===== src/rtl/pipe_stage_reg.sv =====
// Inter-stage pipeline register: valid/ready handshake, flush-to-bubble,
// optional one-entry skid buffer and a saturating stall-cycle counter.
module pipe_stage_reg #(
  parameter int DATA_W = 128,
  parameter int SKID   = 1,
  parameter int CNT_W  = 16
) (
  input  logic              clk,
  input  logic              rst_n,
  input  logic              i_flush,
  input  logic              i_valid,
  output logic              o_ready,
  input  logic [DATA_W-1:0] i_data,
  output logic              o_valid,
  input  logic              i_ready,
  output logic [DATA_W-1:0] o_data,
  output logic [1:0]        o_occupancy,
  output logic [CNT_W-1:0]  o_stall_cnt,
  input  logic              i_cnt_clr
);

  typedef enum logic [1:0] {
    ST_EMPTY = 2'd0,
    ST_ONE   = 2'd1,
    ST_TWO   = 2'd2
  } state_t;

  state_t            state_p0, state_nxt;
  logic [DATA_W-1:0] main_p0, main_nxt;
  logic [DATA_W-1:0] skid_p0, skid_nxt;
  logic [CNT_W-1:0]  stall_cnt_p0, stall_cnt_nxt;
  logic              accept, take;

  function automatic logic [CNT_W-1:0] sat_inc(input logic [CNT_W-1:0] cnt);
    return (&cnt) ? cnt : cnt + CNT_W'(1);
  endfunction

  // With the skid buffer, ready depends on the state register alone so the
  // downstream stall never reaches the upstream stage in the same cycle.
  if (SKID != 0) begin : g_skid
    assign o_ready = (state_p0 != ST_TWO);
  end else begin : g_noskid
    assign o_ready = (state_p0 == ST_EMPTY) | i_ready;
  end

  assign o_valid     = (state_p0 != ST_EMPTY);
  assign o_data      = main_p0;
  assign o_occupancy = {state_p0 == ST_TWO, state_p0 == ST_ONE};
  assign o_stall_cnt = stall_cnt_p0;
  assign accept      = i_valid & o_ready;
  assign take        = o_valid & i_ready;

  always_comb begin
    state_nxt = state_p0;
    main_nxt  = main_p0;
    skid_nxt  = skid_p0;
    if (i_flush) begin
      state_nxt = ST_EMPTY;
      main_nxt  = '0;
      skid_nxt  = '0;
    end else begin
      case (state_p0)
        ST_EMPTY: begin
          if (accept) begin
            state_nxt = ST_ONE;
            main_nxt  = i_data;
          end
        end
        ST_ONE: begin
          if (accept && take) begin
            main_nxt = i_data;
          end else if (accept && (SKID != 0)) begin
            state_nxt = ST_TWO;
            skid_nxt  = i_data;
          end else if (take) begin
            state_nxt = ST_EMPTY;
            main_nxt  = '0;
          end
        end
        ST_TWO: begin
          if (take) begin
            state_nxt = ST_ONE;
            main_nxt  = skid_p0;
            skid_nxt  = '0;
          end
        end
        default: begin
          state_nxt = ST_EMPTY;
          main_nxt  = '0;
          skid_nxt  = '0;
        end
      endcase
    end
  end

  always_comb begin
    stall_cnt_nxt = stall_cnt_p0;
    if (i_cnt_clr) begin
      stall_cnt_nxt = '0;
    end else if (o_valid && !i_ready) begin
      stall_cnt_nxt = sat_inc(stall_cnt_p0);
    end
  end

  // Stage boundary: payload bubbles to zero so o_data is clean when idle.
  always_ff @(posedge clk or negedge rst_n) begin
    if (!rst_n) begin
      state_p0     <= ST_EMPTY;
      main_p0      <= '0;
      skid_p0      <= '0;
      stall_cnt_p0 <= '0;
    end else begin
      state_p0     <= state_nxt;
      main_p0      <= main_nxt;
      skid_p0      <= skid_nxt;
      stall_cnt_p0 <= stall_cnt_nxt;
    end
  end

endmodule

===== config.mk =====
export PLATFORM = sky130hd
export DESIGN_NAME = pipe_stage_reg
export DESIGN_NICKNAME = d
export VERILOG_FILES = /design/src/rtl/pipe_stage_reg.sv
export SDC_FILE = /design/constraint.sdc
export NUM_CORES = 1
export LEC_CHECK = 0
export ABC_CLOCK_PERIOD_IN_PS = 2300
export BUFFER_PORTS_ARGS = -buffer_cell sky130_fd_sc_hd__clkbuf_2
export CAP_MARGIN = 20
export CORE_MARGIN = 1.5
export CORE_UTILIZATION = 40
export CTS_BUF_LIST = sky130_fd_sc_hd__clkbuf_16
export CTS_CLUSTER_DIAMETER = 50
export DETAILED_ROUTE_END_ITERATION = 7
export GPL_ROUTABILITY_DRIVEN = 0
export PLACE_DENSITY = 0.73
export RECOVER_POWER = 25
export SETUP_SLACK_MARGIN = 0.02
export SYNTH_ARGS = -nofsm -noshare
export SYNTH_HDL_FRONTEND = slang
export SYNTH_SLANG_ARGS = --single-unit
export TNS_END_PERCENT = 50

===== constraint.sdc =====
create_clock -name clk -period 2.3 [get_ports clk]
set_input_delay 0.46 -clock clk [delete_from_list [all_inputs] [get_ports clk]]
set_output_delay 0.46 -clock clk [all_outputs]
set_load 0.05 [all_outputs]

==> results.md <==
* Routed vias at 8798
* Fmax at 472 MHz
* Clk slew on worst S/H paths at 60 ps
* WL final at 30700 µm
* Synth unique cells at 41
* Status: completed
* GRT Total Usage at 21.0%
* Crit path capture type: primary output
* Post-synth top cells: dfrtp_1 (274), a22oi_1 (128), o2bb2ai_1 (128)
* Period utilization at 92.0%
* Initial antenna violation count at 0
* Worst-case reg-to-reg path depth at 5
* Number of cells produced by synthesis at 852
* Setup tns final at 0 ps
* Worst R2R End: o_data[79]$_DFFE_PN0P_
* WL/cell at 20.4 µm
* Tightest Pin Transition at 1060 ps
* R2R Setup Slk at 300 ps
* Number of synthesized register bits at 274
* Crit path time final at 2120 ps
* Chip width at 170 µm
* Ys Warns at 0
* Switching power share of the total at 29.5%
* Dpl hpwl at 18700 µm
* Critical setup path kind: reg2out
* Net count, final at 1243
* Peak VDD IR at 0.474 mV
* Drt drc at 0
* Total grt overflow at 0
* WP buf/inv at 2
* Cell Rows at 61
* Root buffer cell: clkbuf_16
* Post-synth EDFFs at 0
* First-pass GRT wire length at 48900 µm
* Antenna cells at 0
* Worst r2r src: state_p0[0]$_DFFE_PN0P_
* FFs w/ async S/R, synth at 100%
* Clock power frac at 41.4%
* Post-synthesis cell area at 0.0112 mm²
* Hold crit path type: in2reg
* Crit path DAT at 1660 ps
* Critical path depth at 3
* Comb pwr share at 16.2%
* Avg Vias per Cell at 5.84
* Startpoint class of the critical path: register
* Final Hold Viols at 0
* Synth top area share at 61.4%
* NetSw at 0.00365 W
* Post-route cell area at 0.0141 mm²
* WP data required at 1840 ps
* H-tree level count at 2
* Vias in the first global route at 9005
* Lkg Pwr at 6.92 nW
* Die ar. at 0.0289 mm²
* Critical path's slowest cell: dfrtp_2
* Clock skew at 12.4 ps
* CORE AREA at 0.0276 mm²
* Initial Utilization at 40.4%
* Area leader, netlist: dfrtp_1
* Clk sinks at 274
* Total CTS buffers at 35
* Buffers added on ports at 281
* Final Setup Violations at 0
* Latest clock arrival within the worst-skew pair at 490 ps
* Die height at 170 µm
* CP top delay family: flip-flops
* Maximum net fanout on the critical path at 11
* Worst-case clock buffer depth at 3
* Dominant register cell in the synthesized netlist: dfrtp_1
* CP max stage delay at 500 ps
* Pin count of the biggest net entering global routing at 78
* Post-Syn Area per Cell at 13.1 µm²
* Rel. slew slack at 29.6%
* Setup crit start: state_p0[0]$_DFFE_PN0P_
* Largest cells by area after synthesis: dfrtp_1 (61%), o2bb2ai_1 (10%), a22o_1 (10%)
* MaxCap Viol Count at 0
* Critical Path Sink: o_occupancy[0]
* Crit path cell chain: nor2b_2 > buf_4 > clkbuf_2
* Synth-to-Final Area Change at 26.4%
* Post-route ant nets at 0
* DR pass1 iterations at 5
* RSZ-0062 raised after global routing: no
* Syn Nets at 987
* Top-count cell post-synth: dfrtp_1
* Num ports at 282
* 1st-iter DRT viols at 712
* P_int at 0.00871 W
* Share of layout cells above drive strength 1 at 32.8%
* Final Max Slew Viols at 0
* Area after DPL at 0.0131 mm²
* Seq/Total Area, Yosys at 61.4%
* Reg power frac at 42.5%
* TritonCTS clock tree: built
* Cell Pwr Density at 876 mW/mm²
-- flip-flops by register name, indices dropped and copies added, names as in the netlist --
register / flops
o_stall_cnt: 16
state_p0: 2
o_data: 128
skid_p0: 128
-- power by group through the flow --
stage | Sequential (W) | Clock [W] | Combinational, W
floorplan | 0.00603 | 0 | 0.000570
global placement | 0.00532 | 0 | 0.00200
detailed placement | 0.00532 | 0 | 0.00203
CTS | 0.00525 | 0.00522 | 0.00203
global route | 0.00528 | 0.00546 | 0.00212
finish | 0.00525 | 0.00511 | 0.00200
-- per-layer routing --
layer,vias to the layer above,global-route usage (%),wire [µm]
li1,3895,-,-
met4,0,6.89,826
met1,4483,27.5,13000
met5,-,0,0
met3,65,5.79,2530
met2,355,33.9,14400
-- through the flow --
step	util [%]	total power (W)	hold WS, ps	std cells	setup WS, ps
finish	51.1	0.0124	197	1506	184
global route	51.1	0.0129	182	1506	63.7
CTS	51.4	0.0125	173	1506	40.6
detailed placement	47.5	0.00735	473	1448	237
global placement	47.5	0.00732	470	1448	270
floorplan	-	0.00660	164	852	168
-- placed cells by master, fill, tap and decap left out, types with 4 or more instances in the layout --
cell type,n
a21oi_1,12
a22o_1,127
a22oi_1,128
buf_12,12
buf_4,10
clkbuf_16,37
clkbuf_2,283
clkinv_1,7
dfrtp_1,272
inv_1,8
mux2_1,5
mux2i_1,4
nand2_1,6
nand3_1,6
nor2_1,10
nor2b_1,5
nor4_1,5
o21ai_0,5
o2bb2ai_1,128
o31ai_1,5
or3_1,4
or4_1,4
-- worst min path at each step --
stage                            startpoint                        to  depth (start not counted)
floorplan                             rst_n     o_data[0]$_DFFE_PN0P_                          0
global placement     o_data[12]$_DFFE_PN0P_    o_data[12]$_DFFE_PN0P_                          1
detailed placement  o_data[116]$_DFFE_PN0P_   o_data[116]$_DFFE_PN0P_                          1
CTS                              i_data[77]   skid_p0[77]$_DFFE_PN0P_                          2
global route                    i_data[118]  skid_p0[118]$_DFFE_PN0P_                          2
finish                           i_data[77]   skid_p0[77]$_DFFE_PN0P_                          2
-- layout make-up --
cell class                      instances  area [µm²]
Tap cell                              378         473
Fill cell                            2449       13500
Multi-Input combinational cell        483        3930
Sequential cell                       274        6860
Clock buffer                           37         926
Timing Repair Buffer                  311        1770
Inverter                                3        11.3
Clock inverter                         20         154
-- repair_timing --
item                                   in CTS  in global routing
hold buffers                                1                  0
setup endpoints to repair                   1                  3
endpoints found under the hold margin      57                  0
cloned                                      0                  0
gates resized for setup                     1                  3
setup buffers                               0                  0
-- cell families (layout without fill, tap and decap cells) --
family / count (synthesis) / count (layout) / synth area share, %
AO/OA/AOI/OAI: 411 / 411 / 30.1
adder cells (fa/ha/maj): 1 / 1 / 0.112
buffers and inverters: 95 / 371 / 3.96
multiplexers: 10 / 10 / 0.963
AND/OR/NAND/NOR: 61 / 61 / 3.55
flip-flops: 274 / 274 / 61.4
-- worst reg2reg max path, cell delays in order (launching register included) --
cell       delay (ps)
dfrtp_2           500
mux2i_1           220
mux2i_1           180
nor2_4            150
buf_4             600
o2bb2ai_1         260
Power figures use the tool's default switching activity.
